### src/rtl/wb_arbiter_if.sv
// Bus bundle between the two result producers, the arbiter and the register-file write-back port.
// The arbiter takes the slave view; the producers and the register file side take the master view.
interface wb_arbiter_if #(
  parameter int W_RD  = 4,
  parameter int W_OPR = 32
);
  logic             v0_i;
  logic             stall0_o;
  logic [W_RD-1:0]  wb_r0_i;
  logic [W_OPR-1:0] result0_i;
  logic             v1_i;
  logic             stall1_o;
  logic [W_RD-1:0]  wb_r1_i;
  logic [W_OPR-1:0] result1_i;
  logic             wb_o;
  logic [W_RD-1:0]  wb_r_o;
  logic [W_OPR-1:0] result_o;
  logic             gnt_o;

  modport slave (
    input  v0_i, wb_r0_i, result0_i, v1_i, wb_r1_i, result1_i,
    output stall0_o, stall1_o, wb_o, wb_r_o, result_o, gnt_o
  );

  modport master (
    output v0_i, wb_r0_i, result0_i, v1_i, wb_r1_i, result1_i,
    input  stall0_o, stall1_o, wb_o, wb_r_o, result_o, gnt_o
  );
endinterface

### src/rtl/wb_arbiter.sv
// Two-port write-back arbiter with one pending slot per port and registered back-pressure.
// Round-robin by default; defining WB_FIXED_PRIO_EN makes port 0 always win a conflict.
module wb_arbiter #(
  parameter int W_RD  = 4,
  parameter int W_OPR = 32
) (
  input  logic         clk,
  input  logic         reset,
  wb_arbiter_if.slave  bus
);
  localparam int NP = 2;

  logic [NP-1:0]    in_v;
  logic [W_RD-1:0]  in_r     [NP];
  logic [W_OPR-1:0] in_dat   [NP];

  logic [NP-1:0]    pend_v_q, pend_v_d;
  logic [W_RD-1:0]  pend_r_q   [NP];
  logic [W_RD-1:0]  pend_r_d   [NP];
  logic [W_OPR-1:0] pend_dat_q [NP];
  logic [W_OPR-1:0] pend_dat_d [NP];

  logic [NP-1:0]    acc, cand, win_sel, cap;
  logic [W_RD-1:0]  cand_r   [NP];
  logic [W_OPR-1:0] cand_dat [NP];
  logic             win_v, win;

  logic             wb_q, wb_d;
  logic [W_RD-1:0]  wb_r_q, wb_r_d;
  logic [W_OPR-1:0] result_q, result_d;
  logic             gnt_q, gnt_d;
`ifndef WB_FIXED_PRIO_EN
  logic             last_q, last_d;
`endif

  assign in_v      = {bus.v1_i, bus.v0_i};
  assign in_r[0]   = bus.wb_r0_i;
  assign in_r[1]   = bus.wb_r1_i;
  assign in_dat[0] = bus.result0_i;
  assign in_dat[1] = bus.result1_i;

  // A stalled port ignores its input; the pending entry always outranks fresh input.
  generate
    for (genvar gi = 0; gi < NP; gi++) begin : g_port
      assign acc[gi]        = in_v[gi] & ~pend_v_q[gi];
      assign cand[gi]       = pend_v_q[gi] | acc[gi];
      assign cand_r[gi]     = pend_v_q[gi] ? pend_r_q[gi]   : in_r[gi];
      assign cand_dat[gi]   = pend_v_q[gi] ? pend_dat_q[gi] : in_dat[gi];
      assign win_sel[gi]    = win_v & (win == 1'(gi));
      assign cap[gi]        = acc[gi] & ~win_sel[gi];
      assign pend_v_d[gi]   = cap[gi] | (pend_v_q[gi] & ~win_sel[gi]);
      assign pend_r_d[gi]   = cap[gi] ? in_r[gi]   : pend_r_q[gi];
      assign pend_dat_d[gi] = cap[gi] ? in_dat[gi] : pend_dat_q[gi];
    end
  endgenerate

  always_comb begin
    win_v    = |cand;
`ifdef WB_FIXED_PRIO_EN
    win      = ~cand[0];
`else
    // On a conflict the port that did not win last time goes first.
    win      = (&cand) ? ~last_q : cand[1];
    last_d   = win_v ? win : last_q;
`endif
    wb_d     = win_v;
    wb_r_d   = wb_r_q;
    result_d = result_q;
    gnt_d    = gnt_q;
    if (win_v) begin
      wb_r_d   = cand_r[win];
      result_d = cand_dat[win];
      gnt_d    = win;
    end
  end

  always_ff @(posedge clk) begin
    if (reset) begin
      pend_v_q <= '0;
      for (int i = 0; i < NP; i++) begin
        pend_r_q[i]   <= '0;
        pend_dat_q[i] <= '0;
      end
      wb_q     <= 1'b0;
      wb_r_q   <= '0;
      result_q <= '0;
      gnt_q    <= 1'b0;
`ifndef WB_FIXED_PRIO_EN
      last_q   <= 1'b1;
`endif
    end else begin
      pend_v_q   <= pend_v_d;
      pend_r_q   <= pend_r_d;
      pend_dat_q <= pend_dat_d;
      wb_q       <= wb_d;
      wb_r_q     <= wb_r_d;
      result_q   <= result_d;
      gnt_q      <= gnt_d;
`ifndef WB_FIXED_PRIO_EN
      last_q     <= last_d;
`endif
    end
  end

  assign bus.stall0_o = pend_v_q[0];
  assign bus.stall1_o = pend_v_q[1];
  assign bus.wb_o     = wb_q;
  assign bus.wb_r_o   = wb_r_q;
  assign bus.result_o = result_q;
  assign bus.gnt_o    = gnt_q;
endmodule

### src/flat_wrapper.sv
// flat-port wrapper written by rule: the top's interface ports become plain ports
module wb_arbiter_flat 
#(
  parameter int W_RD  = 4,
  parameter int W_OPR = 32
)
  (clk, reset, bus_v0_i, bus_wb_r0_i, bus_result0_i, bus_v1_i, bus_wb_r1_i, bus_result1_i, bus_stall0_o, bus_stall1_o, bus_wb_o, bus_wb_r_o, bus_result_o, bus_gnt_o);
  wb_arbiter_if #(.W_RD(W_RD), .W_OPR(W_OPR)) bus_i ();
  input  logic clk;
  input  logic reset;
  input wire logic [$bits(bus_i.v0_i)-1:0] bus_v0_i;
  input wire logic [$bits(bus_i.wb_r0_i)-1:0] bus_wb_r0_i;
  input wire logic [$bits(bus_i.result0_i)-1:0] bus_result0_i;
  input wire logic [$bits(bus_i.v1_i)-1:0] bus_v1_i;
  input wire logic [$bits(bus_i.wb_r1_i)-1:0] bus_wb_r1_i;
  input wire logic [$bits(bus_i.result1_i)-1:0] bus_result1_i;
  output wire logic [$bits(bus_i.stall0_o)-1:0] bus_stall0_o;
  output wire logic [$bits(bus_i.stall1_o)-1:0] bus_stall1_o;
  output wire logic [$bits(bus_i.wb_o)-1:0] bus_wb_o;
  output wire logic [$bits(bus_i.wb_r_o)-1:0] bus_wb_r_o;
  output wire logic [$bits(bus_i.result_o)-1:0] bus_result_o;
  output wire logic [$bits(bus_i.gnt_o)-1:0] bus_gnt_o;
  assign bus_i.v0_i = bus_v0_i;
  assign bus_i.wb_r0_i = bus_wb_r0_i;
  assign bus_i.result0_i = bus_result0_i;
  assign bus_i.v1_i = bus_v1_i;
  assign bus_i.wb_r1_i = bus_wb_r1_i;
  assign bus_i.result1_i = bus_result1_i;
  assign bus_stall0_o = bus_i.stall0_o;
  assign bus_stall1_o = bus_i.stall1_o;
  assign bus_wb_o = bus_i.wb_o;
  assign bus_wb_r_o = bus_i.wb_r_o;
  assign bus_result_o = bus_i.result_o;
  assign bus_gnt_o = bus_i.gnt_o;
  wb_arbiter #(.W_RD(W_RD), .W_OPR(W_OPR)) u_core (.clk(clk), .reset(reset), .bus(bus_i));
endmodule
### config.mk
export PLATFORM = sky130hd
export DESIGN_NAME = wb_arbiter_flat
export DESIGN_NICKNAME = d
export VERILOG_FILES = /design/src/rtl/wb_arbiter_if.sv /design/src/rtl/wb_arbiter.sv /design/src/flat_wrapper.sv
export SDC_FILE = /design/constraint.sdc
export NUM_CORES = 1
export LEC_CHECK = 0
export ABC_AREA = 1
export CORE_ASPECT_RATIO = 0.75
export CORE_MARGIN = 3
export CORE_UTILIZATION = 63
export DETAILED_ROUTE_END_ITERATION = 8
export DONT_BUFFER_PORTS = 1
export HOLD_SLACK_MARGIN = 0.1
export MAX_ROUTING_LAYER = met4
export PLACE_DENSITY = 0.79
export RECOVER_POWER = 100
export SYNTH_ARGS = -nofsm -noshare
export SYNTH_HDL_FRONTEND = slang
export SYNTH_SLANG_ARGS = --single-unit
export TNS_END_PERCENT = 1
### constraint.sdc
create_clock -name clk -period 1.8 [get_ports clk]
set_clock_uncertainty 0.2 [all_clocks]
set_input_delay 0.36 -clock clk [delete_from_list [all_inputs] [get_ports clk]]
set_output_delay 0.36 -clock clk [all_outputs]
set_load 0.05 [all_outputs]
=== Word level (Yosys, flattened, before mapping) ===
Index checks and enable logic that the tools add are counted.

* Reductions and logical operators: 2
* Order comparisons: 1
* Muxes and demuxes: 11
* Bitwise operators: 19

{| class="wikitable"
|+ Operators with widths
! kind !! count
|-
| $mux 32 || 5
|-
| $mux 4 || 5
|-
| $and 1x1->1 || 8
|-
| $not 1->1 || 6
|-
| $or 1x1->1 || 4
|-
| $ge 2x2->1 const B || 1
|-
| $not 1->2 || 1
|-
| $reduce_and 2->1 || 1
|-
| $reduce_or 2->1 || 1
|-
| $mux 1 || 1
|}

* Input port bits: 76
* Register bits after elaboration: 113
* Logic and storage cells: 43
* Output and inout bits: 40

=== Longest topological paths before layout ===
Gate-level depths: netlist of run 1.

* Depth after elaboration: 10
* Depth in mapped cells: 8
* Mapped depth without buffers: 8

=== Least setup slack after synthesis of run 1 ===
OpenSTA, ideal clock, no wires.

* Kind: register to register
* From: reg u_core.pend_v_q[0]
* To: reg u_core.result_q[0] (netlist: u_core.bus.result_o[0])
* Library setup time: 113 ps
* Clock period less this slack: 1797 ps
* Stages on the path, launching flop included: 9
* Path slack: 3 ps
* Buffers on the path: 1
* Data required time: 1487 ps
* Arrival: 1483 ps
* Cells stage by stage: dfxtp_1 -> inv_2 -> nand2_1 -> nand2_1 -> nand2_2 -> buf_4 -> nand2_1 -> nand3_1 -> nand2_1

* Word-level cells in the longest chain between the ends: 9
* Elaborated cells on any way between the ends: 11
* Those cells by class: mux: 5; bitwise: 4; reduce/logical: 2

{| class="wikitable"
|+ Ends and longest elaborated chain
! element !! line !! source
|-
| start: declaration || wb_arbiter.sv:17 || <nowiki>logic [NP-1:0] pend_v_q, pend_v_d;</nowiki>
|-
| start signal: assignment || wb_arbiter.sv:92 || <nowiki>pend_v_q <= pend_v_d;</nowiki>
|-
| $not 1->1 || wb_arbiter.sv:45 || <nowiki>assign acc[gi] = in_v[gi] & ~pend_v_q[gi];</nowiki>
|-
| $and 1x1->1 || wb_arbiter.sv:45 ||
|-
| $or 1x1->1 || wb_arbiter.sv:46 || <nowiki>assign cand[gi] = pend_v_q[gi] | acc[gi];</nowiki>
|-
| $reduce_and 2->1 || wb_arbiter.sv:63 || <nowiki>win = (&cand) ? ~last_q : cand[1];</nowiki>
|-
| $mux 1 || wb_arbiter.sv:63 ||
|-
| $not 1->2 (implied by the code) || wb_arbiter.sv:72 || <nowiki>result_d = cand_dat[win];</nowiki>
|-
| $mux 32 (implied by the code) (3 in series) || wb_arbiter.sv:72 ||
|-
| end signal: assignment || wb_arbiter.sv:97 || <nowiki>result_q <= result_d;</nowiki>
|-
| end: declaration || wb_arbiter.sv:30 || <nowiki>logic [W_OPR-1:0] result_q, result_d;</nowiki>
|}

Parallel ways exist; a longest one is shown, timed or not. The select of a mux whose other input is x is not followed.
A chain may end at the register's enable or synchronous reset.

=== Worst setup path after layout of run 1 ===
* From: reg u_core.pend_v_q[1]
* To: reg u_core.pend_dat_q[5] (netlist bit)

* Word-level cells in the longest chain between the ends: 8
* Elaborated cells on any way between the ends: 9
* Those cells by class: mux: 1; bitwise: 6; reduce/logical: 2

{| class="wikitable"
|+ Ends and longest elaborated chain
! element !! line !! source
|-
| $not 1->1 || wb_arbiter.sv:45 ||
|-
| $and 1x1->1 || wb_arbiter.sv:45 ||
|-
| $or 1x1->1 || wb_arbiter.sv:46 ||
|-
| $reduce_and 2->1 || wb_arbiter.sv:63 ||
|-
| $mux 1 || wb_arbiter.sv:63 ||
|-
| $and 1x1->1 || wb_arbiter.sv:49 || <nowiki>assign win_sel[gi] = win_v & (win == 1'(gi));</nowiki>
|-
| $not 1->1 || wb_arbiter.sv:50 || <nowiki>assign cap[gi] = acc[gi] & ~win_sel[gi];</nowiki>
|-
| $and 1x1->1 (*) || wb_arbiter.sv:50 ||
|-
| end signal: assignment || wb_arbiter.sv:94 || <nowiki>pend_dat_q <= pend_dat_d;</nowiki>
|-
| end: declaration || wb_arbiter.sv:20 || <nowiki>logic [W_OPR-1:0] pend_dat_q [NP];</nowiki>
|}

Every way passes the cells marked *; elsewhere a longest branch is shown, timed or not.

==> results of run 1 <==
cell usage after synthesis, drive strengths merged:
library cell	number	area share
nor2	78	0.058
nand4	34	0.041
buf	41	0.045
a21oi	37	0.036
nand3	75	0.071
nand2	331	0.24
dfxtp	113	0.43
o21a	5	0.0071
o21ai	35	0.033
o211ai	1	0.0014
inv	49	0.035
nor3	1	0.00094
clkbuf	15	0.011
registers in the layout (all words and copies together), names as in the netlist:
name / cells
u_core.bus.wb_o: 1
u_core.pend_dat_q: 64
u_core.pend_v_q: 2
u_core.bus.gnt_o: 1
u_core.pend_r_q: 8
u_core.bus.result_o: 32
u_core.last_q: 1
u_core.bus.wb_r_o: 4
layer usage:
layer,share of wire,global-route usage
met1,0.42,0.496
met3,0.10,0.0811
met5,0,-
met2,0.46,0.558
met4,0.016,0.0993
logic make-up (layout without fill, tap and decap cells):
logic type / count (synthesis) / count (layout) / share of synthesized area
AND/OR/NAND/NOR: 519 / 519 / 0.406
other: 0 / 1 / 0
flip-flops: 113 / 113 / 0.426
AO/OA/AOI/OAI: 78 / 78 / 0.0770
buffers and inverters: 105 / 174 / 0.0909
area by class of cell:
class                           count  area share
Multi-Input combinational cell    597       0.382
Sequential cell                   113       0.335
Antenna cell                        1    0.000370
Inverter                           49      0.0272
Tap cell                          105      0.0194
Timing Repair Buffer               95       0.144
Clock buffer                       26      0.0783
Clock inverter                      4      0.0141
cell usage in the layout, fill, tap and decap left out:
| master | netlist | layout |
|---|---|---|
| a21oi_1 | 36 | 36 |
| a21oi_2 | 1 | 1 |
| buf_12 | 0 | 5 |
| buf_4 | 13 | 13 |
| buf_8 | 0 | 1 |
| bufinv_16 | 0 | 3 |
| clkbuf_1 | 14 | 2 |
| clkbuf_16 | 0 | 17 |
| clkbuf_4 | 1 | 1 |
| clkbuf_8 | 0 | 7 |
| clkinv_2 | 0 | 1 |
| dfxtp_1 | 113 | 111 |
| dfxtp_2 | 0 | 2 |
| diode_2 | 0 | 1 |
| dlygate4sd3_1 | 0 | 75 |
| inv_1 | 46 | 47 |
| inv_2 | 3 | 2 |
| nand2_1 | 328 | 328 |
| nand2_2 | 3 | 3 |
| nand3_1 | 75 | 75 |
| nand4_1 | 33 | 33 |
| nand4_4 | 0 | 1 |
| nor2_1 | 73 | 73 |
| nor2_2 | 4 | 4 |
| nor2_4 | 1 | 1 |
| nor3_1 | 1 | 1 |
| o211ai_1 | 1 | 1 |
| o21a_1 | 5 | 5 |
| o21ai_0 | 35 | 35 |
worst max-delay path: stages (launching register included):
cell     delay (ps)
dfxtp_2         360
buf_4           270
nor2_2           90
nand2_2          70
buf_4           340
nand2_1         120
a21oi_1         180
per-stage QoR:
stage,util,setup WS [ps]
3_5_place_dp,0.666,172
2_1_floorplan,-,3.32
3_3_place_gp,0.666,256
6_report,0.838,76.7
5_1_grt,0.838,5.28
4_1_cts,0.839,123
power groups by stage:
stage / combinational, uW / clock (uW) / sequential, uW
2_1_floorplan: 545 / 0 / 3100
3_3_place_gp: 667 / 0 / 3120
3_5_place_dp: 689 / 0 / 3120
4_1_cts: 871 / 3520 / 3080
5_1_grt: 996 / 3660 / 3090
6_report: 907 / 3540 / 3080
final timing paths:
check	start	endpoint	slack (ps)	cells after the start
hold reg to reg	u_core.last_q	u_core.pend_v_q[0]	260	1
hold / removal	bus_result0_i[15]	u_core.bus.result_o[15]	120	4
setup / recovery	u_core.pend_v_q[1]	u_core.pend_dat_q[5]	80	6
setup reg to reg	u_core.pend_v_q[1]	u_core.pend_dat_q[5]	80	6
==> out/metrics.csv, run 1 <==
stage,metric,value,unit
logic_synthesis,ys_seq_area_frac,0.426,
pwr,ir_drop,0.790,mV
floorplanning,fp.dieH,85.5,um
place,place_inst,883,
finish,multi_input_area,2580,sq um
sta,rsz0062_at_grt,no,
cts,clockRootBuffer,clkbuf_16,
logic_synthesis,synth_cells,815,
sta,final_hold_viol_count,0,
cts,cts_tree,done,
floorplanning,die_width,112,um
cts,clk_latency,410,ps
cts,hold_buffers,76,
sta,period_share,0.957,
run_status,run_status,"finished, final reports clean",
finish,seq_area,2260,sq um
cts,clock-sinks,113,
route,routed_wl,16.9,mm
global_routing,grt-ovfl-total,0,
pwr,clockPowerShare,0.470,
sta,final_max_slew_viol_count,0,
route,drt_iter0_drc,945,
cts,numCtsBuffers,17,
critical_path,crit_arrival,1850,ps
logic_synthesis,yosysWarnings,0,
floorplanning,num_rows,28,
place,placed_area,5360,sq um
finish,fin_cells,990,
pwr,finalPower,7530,uW
route,drt_pass1_iterations,5,
floorplanning,dieArea,9580,sq um
critical_path,path_class,flip-flop to flip-flop,
cts,cts_resized,0,
cts,cts_setup_buffers,0,
pwr,p_switching,2090,uW
sta,fin_hold_ws,116,ps
sta,timing.slew.headroom,0.588,
finish,nNetsFinal,949,
global_routing,grt_pass1_wl,27.1,mm
sta,setup_viol,0,
pwr,p_comb_frac,0.120,
global_routing,first_global_vias,5249,
logic_synthesis,yosysUniqueCellTypes,23,
global_routing,grt_usage,0.365,
critical_path,crit_required,1930,ps
logic_synthesis,syn_nets,891,
pwr,pwr_density_cell,1110,nW/um^2
finish,fin_area,6760,sq um
route,ant_nets,0,
pwr,internal_power,5440,uW
pwr,swShare,0.278,
place,place.gp.congestion,0.845,
logic_synthesis,syn_avg_cell_area,6.52,sq um
sta,finalCriticalPeriod,1720,ps
place,portBuffers,0,
floorplanning,core-area,8060,sq um
route,drc,0,
cts,cts.clk_slew.worst_paths,50,ps
pwr,static-leakage-power,0.00310,uW
floorplanning,io_pins,116,
logic_synthesis,syn_area,5310,sq um
pwr,pwr-share-seq,0.409,
sta,fin_setup_tns,0,ps
route,num_vias,5753,
route,routed_via_density,5.81,
finish,final.fill_count,495,
place,dp_hpwl,9.65,mm
global_routing,antenna_found_initial,1,
cts,clock_path_buffers,2,
finish,drive_gt1_frac,0.0701,
global_routing,grt_max_degree,73,
floorplanning,start_util,0.659,
job,drv_cap,0,
route,wl_per_cell,17.0,um
sta,max_freq,0.580,GHz
critical_path,crit_path_max_fanout,36,
sta,worstMarginPinSlew,618,ps
logic_synthesis,synth_seq_cells,113,
critical_path,worstSetupStartpointType,flip-flop,
critical_path,endpoint_kind,flip-flop,
finish,syn_to_final_growth,27.1,%
min_path,min_path_type,input pin to flip-flop,
cts,cts.htree.levels,4,
Note: power is estimated with default switching activity, not from simulation.
==> run 2, diff against run 1 <==
--- a/constraint.sdc
+++ b/constraint.sdc
@@ -4,2 +4,2 @@
 set_output_delay 0.36 -clock clk [all_outputs]
-set_load 0.05 [all_outputs]
+set_load 0.005 [all_outputs]
==> out/metrics.csv, run 2 (synthesis gave the netlist of run 1 again) <==
stage,metric,value,unit,change
cts,cts_setup_buffers,0,,unchanged
global_routing,first_global_vias,5185,,was 5249
cts,clockRootBuffer,clkbuf_16,,unchanged
cts,clock-sinks,113,,unchanged
floorplanning,num_rows,28,,unchanged
place,place.gp.congestion,0.826,,was 0.845
route,wl_per_cell,16.6,um,was 17.0 um
route,drt_iter0_drc,813,,was 945
sta,setup_viol,0,,unchanged
cts,clk_latency,410,ps,about the same
place,preCtsSetupSlack,168,ps,was 172 ps
cts,numCtsBuffers,17,,unchanged
cts,clock_path_buffers,2,,unchanged
critical_path,crit_path_max_fanout,37,,was 36
finish,final_util,0.837,,was 0.838
sta,fin_setup_tns,0,ps,unchanged
place,portBuffers,0,,unchanged
route,drt_pass1_iterations,6,,was 5
global_routing,grt_max_degree,73,,unchanged
floorplanning,fp.dieH,85.5,um,unchanged
critical_path,path_class,input pin to flip-flop,,was flip-flop to flip-flop
floorplanning,die_width,112,um,unchanged
finish,layout_commonest_cell,nand2_1,,unchanged
job,drv_cap,0,,unchanged
critical_path,crit_arrival,1850,ps,about the same
route,routed_via_density,5.72,,was 5.81
finish,syn_to_final_growth,26.9,%,was 27.1%
finish,fin_cells,990,,unchanged
sta,final_hold_viol_count,0,,unchanged
finish,largest_reg_flops,64,,unchanged
sta,rsz0062_at_grt,no,,unchanged
cts,cts.clk_slew.worst_paths,50,ps,about the same
sta,finalCriticalPeriod,1740,ps,was 1720 ps
sta,worst_slack,56.0,ps,was 76.7 ps
critical_path,worstSetupStartpointType,input pin,,was flip-flop
pwr,ir_drop,0.795,mV,was 0.790 mV
cts,cts_tree,done,,unchanged
critical_path,slowest_stage,dlygate4sd3_1,,was dfxtp_2
critical_path,crit_required,1900,ps,was 1930 ps
sta,max_freq,0.573,GHz,was 0.580 GHz
critical_path,slowest_delay,600,ps,was 360 ps
run_status,run_status,"finished, final reports clean",,unchanged
critical_path,crit_top_cell,nand2_1,,was buf_4
place,dp_hpwl,10.2,mm,was 9.65 mm
sta,timing.slew.headroom,0.675,,was 0.588
global_routing,grt_usage,0.356,,was 0.365
sta,final_max_slew_viol_count,0,,unchanged
floorplanning,start_util,0.659,,unchanged
critical_path,endpoint_kind,flip-flop,,unchanged
place,place_inst,884,,was 883
critical_path,critical-path-top-delay-family,buffers and inverters,,unchanged
floorplanning,dieArea,9580,sq um,unchanged
pwr,static-leakage-power,0.00309,uW,was 0.00310 uW
route,ant_nets,0,,unchanged
global_routing,grt_pass1_wl,26.2,mm,was 27.1 mm
min_path,min_path_type,input pin to flip-flop,,unchanged
sta,period_share,0.969,,was 0.957
finish,mostFrequentLayoutCells,"nand2_1 (328), dfxtp_1 (112), nand3_1 (75)",,"was nand2_1 (328), dfxtp_1 (111), nand3_1 (75), dlygate4sd3_1 (75), nor2_1 (73)"
sta,worstMarginPinSlew,486,ps,was 618 ps
finish,drive_gt1_frac,0.0723,,was 0.0701
floorplanning,core-area,8060,sq um,unchanged
global_routing,antenna_found_initial,0,,was 1
route,num_vias,5667,,was 5753
pwr,pwr_density_cell,1050,nW/um^2,was 1110 nW/um^2
finish,antenna_cells,0,,was 1
finish,nNetsFinal,949,,unchanged
floorplanning,io_pins,116,,unchanged
global_routing,grt-ovfl-total,0,,unchanged
cts,cts.htree.levels,4,,unchanged
finish,top_register,u_core.pend_dat_q,,unchanged
route,routed_wl,16.5,mm,was 16.9 mm
critical_path,path_buf_inv,3,,was 2
route,drc,0,,unchanged
critical_path,crit_chain,dlygate4sd3_1 > inv_1 > nand2_1 > nand2_1 > buf_12 > nand4_1 > nand3_1 > nand2_1,,was buf_4 > nor2_2 > nand2_2 > buf_4 > nand2_1 > a21oi_1
==> run 2: area by class of cell <==
type,instances,area (sq um)
clock buffer,20,457
tap,105,131
clock inverter,11,138
sequential,113,2260
timing repair buffer,95,990
inverter,49,184
multi-input combinational,597,2580
fill,504,1310
==> run 2: worst paths after layout <==
path	start	endpoint	slack [ps]	cells after the start
worst max-delay path	bus_v0_i	u_core.bus.result_o[14]	60	8
worst min-delay path	bus_result1_i[24]	u_core.bus.result_o[24]	110	4
worst max register to register	u_core.pend_v_q[1]	u_core.pend_dat_q[4]	90	5
worst min register to register	u_core.last_q	u_core.pend_v_q[0]	260	1
==> run 2: report_power, final <==
group          switching, uW  internal, uW
clock                   1170          2220
combinational            557           353
sequential               109          2670
total                   1840          5250
==> run 2: layer usage <==
layer	vias to the layer above	track usage	part of all wire
li1	2710	-	-
met3	24	0.0910	0.11
met1	2629	0.481	0.43
met2	304	0.538	0.45
met5	-	-	0
met4	0	0.0950	0.013
==> run 2: tightest hold or removal path: cells and delay by family <==
kind	cells	cell delay, ps
AND/OR/NAND/NOR	4	330
==> run 2: repair_timing <==
action	in CTS	in global routing
gates resized for setup	0	1
hold endpoints to repair	108	0
hold buffers	75	0
endpoints found under the setup margin	0	1
==> run 2: per-stage QoR <==
| step | total power (uW) | cell area, sq um | hold WS, ps |
|---|---|---|---|
| 4_1_cts | 7060 | 6760 | 101 |
| 3_3_place_gp | 3510 | 5410 | 239 |
| 6_report | 7090 | 6750 | 109 |
| 2_1_floorplan | 3340 | 5310 | 222 |
| 5_1_grt | 7320 | 6750 | 104 |
| 3_5_place_dp | 3540 | 5410 | 241 |
